<file path="config.mk">
export PLATFORM = sky130hd
export DESIGN_NAME = prog_counter
export DESIGN_NICKNAME = d
export VERILOG_FILES = /design/src/rtl/prog_counter.sv
export SDC_FILE = /design/constraint.sdc
export NUM_CORES = 1
export LEC_CHECK = 0
export ABC_AREA = 1
export BUFFER_PORTS_ARGS = -buffer_cell sky130_fd_sc_hd__buf_2
export CAP_MARGIN = 20
export CORE_UTILIZATION = 35
export DETAILED_ROUTE_END_ITERATION = 8
export SYNTH_ARGS = -nofsm -noshare
export SYNTH_HDL_FRONTEND = slang
export SYNTH_SLANG_ARGS = --single-unit
</file>
<file path="constraint.sdc">
create_clock -name Clk -period 3.8 [get_ports Clk]
set_input_delay 0.38 -clock Clk [delete_from_list [all_inputs] [get_ports Clk]]
set_output_delay 0.38 -clock Clk [all_outputs]
set_load 0.02 [all_outputs]
</file>
<file path="src/rtl/prog_counter.sv">
// Loop-aware program counter for a bracket-style interpreter: sequences fetch
// addresses, keeps a loop-return stack, and skips over loop bodies whose guard cell is zero.
//
// state | meaning
// IDLE  | waiting for Start after reset
// RUN   | executing; one PC step per non-stalled cycle
// SKIP  | scanning forward past a zero-guarded loop body, counting nesting
// DONE  | halted normally (Halt or end of address space in RUN)
// ERR   | halted on error; ErrCode holds the cause
module prog_counter #(
    parameter int IW = 16,
    parameter int SD = 8,
    localparam int DW = $clog2(SD + 1)
) (
    input  logic          Clk,
    input  logic          Reset,
    input  logic          Start,
    input  logic [IW-1:0] StartAddr,
    input  logic          Stall,
    input  logic          LoopOpen,
    input  logic          LoopClose,
    input  logic          Halt,
    input  logic          CellZero,
    output logic [IW-1:0] InstAddress,
    output logic          Running,
    output logic          Done,
    output logic          Error,
    output logic [1:0]    ErrCode,
    output logic [DW-1:0] Depth
);

    localparam int AW = (SD > 1) ? $clog2(SD) : 1;

    typedef enum logic [2:0] {
        S_IDLE,
        S_RUN,
        S_SKIP,
        S_DONE,
        S_ERR
    } state_t;

    state_t        state_q, state_d;
    logic [IW-1:0] pc_q, pc_d;
    logic [DW-1:0] depth_q, depth_d;
    logic [IW-1:0] skip_q, skip_d;
    logic [1:0]    err_q, err_d;
    logic          running_q, done_q, error_q;
    logic          push;

    logic [IW-1:0] stack_q [SD];

    logic          pc_last;
    logic          stack_full;
    logic          stack_empty;
    logic [IW-1:0] stack_top;

    assign pc_last     = &pc_q;
    assign stack_full  = (depth_q == DW'(SD));
    assign stack_empty = (depth_q == '0);
    assign stack_top   = stack_q[AW'(depth_q - DW'(1))];

    always_comb begin
        state_d = state_q;
        pc_d    = pc_q;
        depth_d = depth_q;
        skip_d  = skip_q;
        err_d   = err_q;
        push    = 1'b0;
        case (state_q)
            S_IDLE, S_DONE, S_ERR: begin
                if (Start) begin
                    state_d = S_RUN;
                    pc_d    = StartAddr;
                    depth_d = '0;
                    skip_d  = '0;
                    err_d   = 2'd0;
                end
            end
            S_RUN: begin
                if (!Stall) begin
                    if (LoopOpen && LoopClose) begin
                        state_d = S_ERR;
                        err_d   = 2'd3;
                    end else if (Halt) begin
                        state_d = S_DONE;
                    end else if (LoopOpen && !CellZero && stack_full) begin
                        state_d = S_ERR;
                        err_d   = 2'd1;
                    end else if (LoopClose && stack_empty) begin
                        state_d = S_ERR;
                        err_d   = 2'd2;
                    end else if (LoopClose && !CellZero) begin
                        pc_d = stack_top + 1'b1;
                    end else if (pc_last) begin
                        state_d = S_DONE;
                    end else begin
                        pc_d = pc_q + 1'b1;
                        if (LoopOpen) begin
                            if (CellZero) begin
                                skip_d  = IW'(1);
                                state_d = S_SKIP;
                            end else begin
                                push    = 1'b1;
                                depth_d = depth_q + 1'b1;
                            end
                        end else if (LoopClose) begin
                            depth_d = depth_q - 1'b1;
                        end
                    end
                end
            end
            S_SKIP: begin
                // Halt and CellZero are deliberately ignored while skipping.
                if (!Stall) begin
                    if ((LoopOpen && LoopClose) || pc_last) begin
                        state_d = S_ERR;
                        err_d   = 2'd3;
                    end else begin
                        pc_d = pc_q + 1'b1;
                        if (LoopOpen) begin
                            skip_d = skip_q + 1'b1;
                        end else if (LoopClose) begin
                            skip_d = skip_q - 1'b1;
                            if (skip_q == IW'(1)) begin
                                state_d = S_RUN;
                            end
                        end
                    end
                end
            end
            default: begin
                state_d = S_IDLE;
            end
        endcase
    end

    always_ff @(posedge Clk) begin
        if (!Reset) begin
            state_q   <= S_IDLE;
            pc_q      <= '0;
            depth_q   <= '0;
            skip_q    <= '0;
            err_q     <= 2'd0;
            running_q <= 1'b0;
            done_q    <= 1'b0;
            error_q   <= 1'b0;
        end else begin
            state_q   <= state_d;
            pc_q      <= pc_d;
            depth_q   <= depth_d;
            skip_q    <= skip_d;
            err_q     <= err_d;
            running_q <= (state_d == S_RUN) || (state_d == S_SKIP);
            done_q    <= (state_d == S_DONE);
            error_q   <= (state_d == S_ERR);
        end
    end

    // Stack storage is never cleared; Depth alone decides what is reachable.
    always_ff @(posedge Clk) begin
        if (Reset && push) begin
            stack_q[AW'(depth_q)] <= pc_q;
        end
    end

    assign InstAddress = pc_q;
    assign Running     = running_q;
    assign Done        = done_q;
    assign Error       = error_q;
    assign ErrCode     = err_q;
    assign Depth       = depth_q;

endmodule
</file>
# Yosys cells after proc, flatten, opt, wreduce, memory -nomap -nowiden
# Memories as Yosys holds them, arrays and structs flattened.
# Cells that the tools add are included.
[totals]
wordCells = 138
mem_bits_rw = 128
mem_count = 1
out_inout_bits = 25
in_bits = 24
register_bits = 44
[mem_list]
columns = ["name", "depth", "width", "read_ports", "rd_ports_with_merged_regs", "wr", "line_no", "text"]
rows = [
  ["stack_q", 8, 16, 1, 0, 1, "50", "logic [IW-1:0] stack_q [SD];"],
]
[classes]
n_eq_ne = 29
reduce_logical = 19
add_sub_neg = 6
mux = 75
[ops]
columns = ["op", "count"]
rows = [
  ["2-to-1 mux 16 bit", 24],
  ["one-hot mux 16 bit (3 select lines)", 2],
  ["adder 16 x 1 -> 16 bit, second input constant", 3],
  ["2-to-1 mux 3 bit", 15],
  ["2-to-1 mux 4 bit", 11],
  ["!= test 2 bit, second input constant", 13],
  ["equality test 16 x 1 -> 1 bit, second input constant", 1],
  ["2-to-1 mux 2 bit", 8],
  ["AND reduction 16 bit", 1],
  ["subtractor 16 x 1 -> 16 bit, second input constant", 1],
  ["!= test 3 bit, second input constant", 5],
  ["AND reduction 14 bit", 1],
  ["equality test 3 x 2 -> 1 bit, second input constant", 4],
  ["2-to-1 mux 1 bit", 12],
  ["AND reduction 11 bit", 1],
  ["AND reduction 10 bit", 1],
  ["one-hot mux 3 bit (3 select lines)", 1],
  ["one-hot mux 4 bit (2 select lines)", 1],
  ["AND reduction 7 bit", 1],
  ["equality test 3 x 1 -> 1 bit, second input constant", 2],
  ["equality test 3 bit, second input constant", 2],
  ["logical AND 1 bit", 6],
  ["one-hot mux 2 bit (3 select lines)", 1],
  ["adder 4 x 1 -> 4 bit, second input constant", 1],
  ["10 further kinds", 11],
]

# Depth between registers and ports, before layout
# Gate-level depths: netlist of the first run.
[depth]
ltp_word = 13
depth_mapped = 22
ltp_nobuf = 18

# Least setup slack after synthesis of the first run
# Ideal clock, no wire load.
[synth_path]
path_kind = "flip-flop to flip-flop"
from = "register depth_q[0], in the netlist Depth[0]"
to = "memory stack_q[2][0], enable pin"
path_buffers = 3
setup_ns = 0.409
synth_period_minus_slack_ns = 3.303
required_ns = 3.391
t_arrival_ns = 2.893
slack_ns = 0.497
path_stages_with_launch = 13
cell_sequence = "dfxtp_1 -> buf_6 -> inv_4 -> buf_4 -> buf_2 -> ha_1 -> nand4_1 -> nand2_1 -> nor3_1 -> nand2_1 -> inv_1 -> nand2_1 -> nor3_1"
[synth_via]
elab_chain_len = 11
elab_cells_between_ends = 13
cone_classes = "eq/ne (1); mux (8); reduce/logical (4)"
[synth_lines]
columns = ["item", "line_no", "text"]
rows = [
  ["start, declared", "44", "logic [DW-1:0] depth_q, depth_d;"],
  ["start signal, assigned", "150", "depth_q <= depth_d;"],
  ["logical NOT 4 bit", "59", "assign stack_empty = (depth_q == '0);"],
  ["logical AND 1 bit", "89", "end else if (LoopClose && stack_empty) begin"],
  ["2-to-1 mux 1 bit", "89", ""],
  ["2-to-1 mux 1 bit", "86", "end else if (LoopOpen && !CellZero && stack_full) begin"],
  ["2-to-1 mux 1 bit", "84", "end else if (Halt) begin"],
  ["2-to-1 mux 1 bit", "81", "if (LoopOpen && LoopClose) begin"],
  ["2-to-1 mux 1 bit", "80", "if (!Stall) begin"],
  ["2-to-1 mux 1 bit", "69", "case (state_q)"],
  ["logical AND 1 bit", "161", "if (Reset && push) begin"],
  ["2-to-1 mux 1 bit", "161", ""],
  ["2-to-1 mux 1 bit (implied by the code)", "162", "stack_q[AW'(depth_q)] <= pc_q;"],
  ["end, declared", "50", ""],
]
# Parallel ways exist; a longest one is shown, timed or not.

# Final worst setup path of the first run
[layout_path]
from = "register depth_q[1], in the netlist Depth[1]"
to = "register pc_q[14], in the netlist InstAddress[14]"
[layout_via]
elab_chain_len = 10
elab_cells_between_ends = 17
cone_classes = "add/sub (2); eq/ne (3); mux (7); reduce/logical (4); memory (1)"
[layout_lines]
columns = ["item", "line_no", "text"]
rows = [
  ["subtractor 4 x 1 -> 4 bit", "-", ""],
  ["memory read (8 x 16 bit)", "-", ""],
  ["adder 16 x 1 -> 16 bit", "93", "pc_d = stack_top + 1'b1;"],
  ["2-to-1 mux 16 bit", "92", "end else if (LoopClose && !CellZero) begin"],
  ["2-to-1 mux 16 bit", "89", ""],
  ["2-to-1 mux 16 bit", "86", ""],
  ["2-to-1 mux 16 bit", "84", ""],
  ["2-to-1 mux 16 bit", "81", ""],
  ["2-to-1 mux 16 bit", "80", ""],
  ["one-hot mux 16 bit (3 select lines)", "69", ""],
  ["end signal, assigned", "149", "pc_q <= pc_d;"],
  ["end, declared", "43", "logic [IW-1:0] pc_q, pc_d;"],
]
# Parallel ways exist; a longest one is shown, timed or not. The select of a mux whose other input is x is not followed.
# A chain may end at the register's enable or synchronous reset.

==> results_dict.tcl, run 1 <==
set metrics [dict create \
    status "finished, final reports clean" \
    fin_worst_skew_ps 12.3 \
    design.core.area_um2 25300 \
    port_buffers 48 \
    vias 7403 \
    grt_pass1_wl_um 39300 \
    setup_violations 0 \
    syn_area_um2 9050 \
    synth_area_per_cell_um2 8.53 \
    grt.overflow.total 0 \
    clkLatencyLatePin_ps 430 \
    dieArea_um2 26500 \
    synth_top_area_share_pct 42.5 \
    critPathLaunchType "flop" \
    min_period_ps 2990 \
    numCtsBuffers 17 \
    fin_tns_setup_ps 0 \
    dp_hpwl_um 16600 \
    vias_per_cell 5.08 \
    hold_path_class "in2reg" \
    required_ps 4120 \
    slew_violations 0 \
    tightest_slew_ps 790 \
    fillers 2530 \
    yosysMostFrequentCell "nand2_1" \
    fmax_ghz 0.334 \
    synth_enable_flop_cells 128 \
    rsz0062_at_grt "no" \
    diodes 0 \
    drive_above_1_share_pct 15.6 \
    ctsHoldBuffers 0 \
    synth_fp_nets 1093 \
    cts_htree_levels 4 \
    critPathMostFrequentCell "nor2_1" \
    maxSlewHeadroom_pct 46.6 \
    drc 0 \
    p_leak_nw 4.17 \
    grt_usage_pct 19.5 \
    power.density_nw_per_um2 610 \
    clock_sinks 172 \
    ctsRootBufferMaster "clkbuf_16" \
    synth-main-ff-cell "edfxtp_1" \
    crit_fanout 8 \
    synth_seq_cells 172 \
    hold_viol_final 0 \
    wl_um 24700 \
    initial_utilization_pct 35.9 \
    cp-end-kind "flop" \
    worstPathArrival_ps 3310 \
    cts-resized-gates 0 \
    clockBufferDepth 2 \
    grt_pass1_vias 7015 \
    cts_setup_buffers 0 \
    rows 58 \
    first_pass_iters 5 \
    path_cells "inv_1 > ha_1 > inv_2 > nor2_1 > o21ai_0 > o21ai_0 > nand2_1 > nand2_2 > ha_1 > inv_1 > nor2_1 > nand3_1 > nor2_1 > nand4_1 > nand3_1 > a21oi_1" \
    synthesis.instances 1061 \
    area_growth_pct 13.3 \
    synth_top_cell_by_area "edfxtp_1" \
    finalNetCount 1147 \
    peakVddDrop_mv 0.348 \
    async_reset_ff_share_pct 0 \
    cp_slowest_stage_delay_ps 500 \
    drt_iter0_markers 620 \
    crit_slowest_cell "ha_1" \
    fin_crit_sh_pct 78.8 \
    cap_violations 0 \
    yosys_warnings 0 \
    die_h_um 163 \
    antenna_left 0 \
    final_core_util_pct 40.6 \
    clk_pin_slew_ps 70 \
    synth_cell_types 59 \
    ys_top_cells_by_count "236 x nand2_1, 141 x nor2_1, 128 x edfxtp_1, 115 x inv_1, 92 x nand3_1" \
    grt_max_degree 74 \
    wl_per_cell_um 17.0 \
    synth-seq-area-share_pct 52.2 \
    worstSetupPathType "reg2reg" \
    synth.top_cells.by_area "edfxtp_1 42%, nand2_1 9.8%, dfxtp_1 9.7%, nor2_1 5.8%, nand3_1 5.1%" \
    routabilityCongestion 0.897 \
    cts_tree "built" \
    die_w_um 163 \
    antenna_found_initial 0 \
    finalPower_w 0.00625 \
    io_pins 49 \
]
-- power by group --
| part | internal (W) | total (W) | leakage (nW) | switching, W |
|---|---|---|---|---|
| sequential | 0.00218 | 0.00237 | 1.54 | 0.000192 |
| clock | 0.000873 | 0.00171 | 0.279 | 0.000834 |
| combinational | 0.000656 | 0.00217 | 2.35 | 0.00152 |
-- layout by cell type (no fill, tap or decap), types with 3 or more instances in the layout --
cell type	netlist	final
a211oi_1	6	6
a21oi_1	32	32
a21oi_2	6	6
a22oi_1	3	3
a31oi_1	5	5
buf_2	15	48
buf_4	9	25
clkbuf_16	0	17
clkinv_8	0	4
dfxtp_1	44	43
edfxtp_1	128	128
ha_1	8	8
inv_1	115	115
inv_2	9	9
inv_6	0	3
nand2_1	236	236
nand2_2	7	7
nand2_4	3	3
nand3_1	92	92
nand3_2	6	6
nand3b_1	4	4
nand4_1	9	9
nor2_1	141	139
nor2_2	13	15
nor2_4	3	3
nor3_1	22	16
nor3_2	1	7
o21a_1	3	3
o21ai_0	61	61
o21ai_1	22	22
o22ai_1	4	4
xor2_1	6	6
-- sequential cells by signal, indices dropped and copies added, names as in the netlist --
signal       count
stack_q        128
InstAddress     16
skip_q          16
Depth            4
state_q          3
ErrCode          2
Done             1
Error            1
Running          1
-- path summary, 6_finish.rpt --
| kind | startpoint | endpoint | slack [ps] | cells past startpoint |
|---|---|---|---|---|
| worst max register to register | Depth[1]$_SDFFE_PN0P_ | InstAddress[14]$_SDFFE_PN0P_ | 810 | 16 |
| worst max-delay path | Depth[1]$_SDFFE_PN0P_ | InstAddress[14]$_SDFFE_PN0P_ | 810 | 16 |
| worst min-delay path | StartAddr[7] | InstAddress[7]$_SDFFE_PN0P_ | 260 | 3 |
| worst min register to register | ErrCode[1]$_SDFFE_PN0P_ | ErrCode[1]$_SDFFE_PN0P_ | 490 | 2 |
-- critical path: cells and delay by family, from the launching register on --
family	cells	cell delay, ps
flops	1	470
buf+inv	3	360
simple gates	8	1120
fa+ha+maj	2	670
compound gates	3	250
-- area by class of cell --
type | instances | area [um2] | share of cell area (%)
flip-flops and latches | 172 | 4730 | 46.1
multi-input cells | 724 | 3620 | 35.3
inverters | 127 | 482 | 4.70
repair buffers | 73 | 428 | 4.17
clock buffers | 17 | 425 | 4.15
well taps | 330 | 413 | 4.03
clock inverters | 15 | 156 | 1.53
-- metal layers --
layer / wire (um) / GRT usage, % / share of wire, % / vias to the layer above
met2: 11500 / 31.0 / 47 / 212
met3: 1390 / 3.46 / 5.6 / 39
met4: 595 / 6.75 / 2.4 / 0
li1: - / - / - / 3652
met5: 0 / 0 / 0 / -
met1: 11200 / 26.7 / 45 / 3500
-- kinds of logic after synthesis --
logic type / after synthesis / share of synthesized area [%]
AOI/OAI and AO/OA: 160 / 10.4
xor gates and xnor gates: 10 / 1.26
adders and majority gates: 8 / 1.11
buffers and inverters: 165 / 8.18
DFF: 172 / 52.2
and+or+nand+nor: 546 / 26.9
-- through the flow --
stage               cell area, um2  hold slack, ps  worst slack (ps)  std cells
finish                       10300             262               807       1458
global route                 10300             288               410       1458
CTS                          10300             249               855       1458
detailed placement            9670             474               879       1426
global placement              9670             475               976       1426
floorplan                     9050             478               497       1061
(Power assumes the default switching activity.)
==> run 2, diff against run 1 <==
==> constraint.sdc (replaced) <==
create_clock -name Clk -period 2.6 [get_ports Clk]
set_input_delay 0.26 -clock Clk [delete_from_list [all_inputs] [get_ports Clk]]
set_output_delay 0.26 -clock Clk [all_outputs]
set_load 0.02 [all_outputs]
==> run 2 against run 1 <==
  * Flip-flop and latch count stayed put
  * Clock skew is 5.2 ps higher
  * Critical endpoint is now InstAddress[12]$_SDFFE_PN0P_
  * Critical path type unchanged
  * Critical path depth is 2 lower
  * Total power is 56% higher
==> results_dict.tcl, run 2 (synthesized netlist as in run 1, its figures left out) <==
set metrics [dict create \
    rsz0062_at_grt "yes" \
    fin_crit_sh_pct 93.4 \
    top_layer "met4" \
    power.density_nw_per_um2 913 \
    antenna_found_initial 0 \
    first_pass_iters 6 \
    grt_pass1_wl_um 39800 \
    fmax_ghz 0.412 \
    fin_worst_skew_ps 17.5 \
    slew_violations 0 \
    regToRegSetupSlack_ps 170 \
    die_w_um 163 \
    rows 58 \
    cp_slowest_stage_delay_ps 550 \
    dieArea_um2 26500 \
    clk_pin_slew_ps 80 \
    area_growth_pct 18.3 \
    ctsHoldBuffers 0 \
    cts_tree "built" \
    crit_fanout 10 \
    status "finished, final reports clean" \
    vias 7541 \
    io_pins 49 \
    maxSlewHeadroom_pct 46.9 \
    final_core_util_pct 42.4 \
    route.met2.wl_um 11500 \
    hold_end "InstAddress[1]$_SDFFE_PN0P_" \
    seq_area_um2 4730 \
    port_buffers 48 \
    diodes 0 \
    worstSetupPathType "reg2reg" \
    r2r_end "InstAddress[12]$_SDFFE_PN0P_" \
    grt.overflow.total 0 \
    wl_um 25200 \
    path_cells "inv_4 > ha_4 > buf_4 > nor2_1 > nand2_1 > nand2_1 > o21ai_1 > nor2_1 > and2_1 > nand2_1 > nand2_1 > nand3_1 > nand2_1 > a21oi_2" \
    cap_violations 0 \
    most-common-layout-cells "235 x nand2_1, 138 x nor2_1, 128 x edfxtp_1" \
    clockBufferDepth 2 \
    wl_per_cell_um 16.8 \
    fillers 2558 \
    setup_violations 0 \
    grt_max_degree 74 \
    final_common_cell "nand2_1" \
    peakVddDrop_mv 0.451 \
    routabilityCongestion 0.925 \
    p_leak_nw 4.40 \
    drc 0 \
    numCtsBuffers 17 \
    critPathLaunchType "flop" \
    dp_hpwl_um 17500 \
    hold_path_class "in2reg" \
    stdcell_count 1495 \
    cp-end-kind "flop" \
    die_h_um 163 \
    hold_viol_final 0 \
    worstPathArrival_ps 2820 \
    critPathMostFrequentCell "nand2_1" \
    finalNetCount 1184 \
    clock_sinks 172 \
    worstHoldStart "StartAddr[1]" \
    antenna_left 0 \
    multi_input_area_um2 3660 \
    initial_utilization_pct 35.9 \
    dp_cells 1457 \
    design.core.area_um2 25300 \
    vias_per_cell 5.04 \
    grt_usage_pct 19.7 \
    crit_slowest_cell "o21ai_1" \
    r2r-start "Depth[0]$_SDFFE_PN0P_" \
    required_ps 2990 \
    largest_reg_flops 128 \
    tightest_slew_ps 786 \
    min_period_ps 2430 \
    grt_pass1_vias 7054 \
    cts_htree_levels 4 \
    clkLatencyLatePin_ps 450 \
    worstHoldPathCells 3 \
    regMostFlops "stack_q" \
    drt_iter0_markers 717 \
    drive_above_1_share_pct 18.8 \
    met3RoutedLength_um 1160 \
    ctsRootBufferMaster "clkbuf_16" \
    wl_met1_um 12200 \
    r2r_cells 14 \
]
## run 2: cell count changes in the layout (fill, tap and decap cells not counted), sizes merged
cell,previous run,this run
buf,73,110
clkinvlp,2,0
inv,131,133
## run 2: final cells by class
| class | instances | share of cell area [%] |
|---|---|---|
| clock buffers | 17 | 3.97 |
| clock inverters | 15 | 1.90 |
| inverters | 127 | 4.57 |
| multi-input cells | 724 | 34.2 |
| flip-flops and latches | 172 | 44.2 |
| well taps | 330 | 3.86 |
| repair buffers | 110 | 7.33 |
## run 2: worst max-delay path by stage
stage / endpoint / slack [ps] / cells past startpoint / start
floorplan: stack_q[2][0]$_DFFE_PP_ / 6 / 12 / Depth[0]$_SDFFE_PN0P_
global placement: InstAddress[6]$_SDFFE_PN0P_ / 100 / 14 / Depth[0]$_SDFFE_PN0P_
detailed placement: InstAddress[6]$_SDFFE_PN0P_ / 60 / 14 / Depth[0]$_SDFFE_PN0P_
CTS: InstAddress[6]$_SDFFE_PN0P_ / 40 / 14 / Depth[0]$_SDFFE_PN0P_
global route: InstAddress[6]$_SDFFE_PN0P_ / -10 / 14 / Depth[1]$_SDFFE_PN0P_
finish: InstAddress[12]$_SDFFE_PN0P_ / 170 / 14 / Depth[0]$_SDFFE_PN0P_
## run 2: critical path, delay by kind of cell, from the launching register on
family	cells	cell delay, ps
AOI/OAI and AO/OA	2	660
adders and majority gates	1	360
buffers and inverters	2	250
DFF	1	380
and+or+nand+nor	9	720
## run 2: metrics by stage
step                      setup WS, ps  area, um2  hold slack (ps)  TNS, ps  total power, W
after floorplan                   5.57       9150              431        0         0.00592
after global placement            98.5      10000              467        0         0.00701
after global routing             -9.84      10700              109    -9.84          0.0103
after detailed placement          64.7      10000              459        0         0.00703
final                              171      10700              107        0         0.00977
after CTS                         44.3      10600              102        0         0.00969
## run 2: routing by layer
metal	vias to the layer above	GRT usage, %
met5	-	0
met4	0	5.52
met3	25	2.98
met2	247	30.4
met1	3539	28.4
li1	3730	-
## run 2: what timing repair did
action / CTS / global route
hold endpoints to repair: 0 / 0
endpoints found under the setup margin: 0 / 8
resized for setup: 0 / 4
buffers inserted: 0 / 6
## run 2: report_power, final
group / internal [W] / switching, W / total, W
combinational: 0.00130 / 0.00254 / 0.00383
clock: 0.00133 / 0.00132 / 0.00265
sequential: 0.00318 / 0.000111 / 0.00329
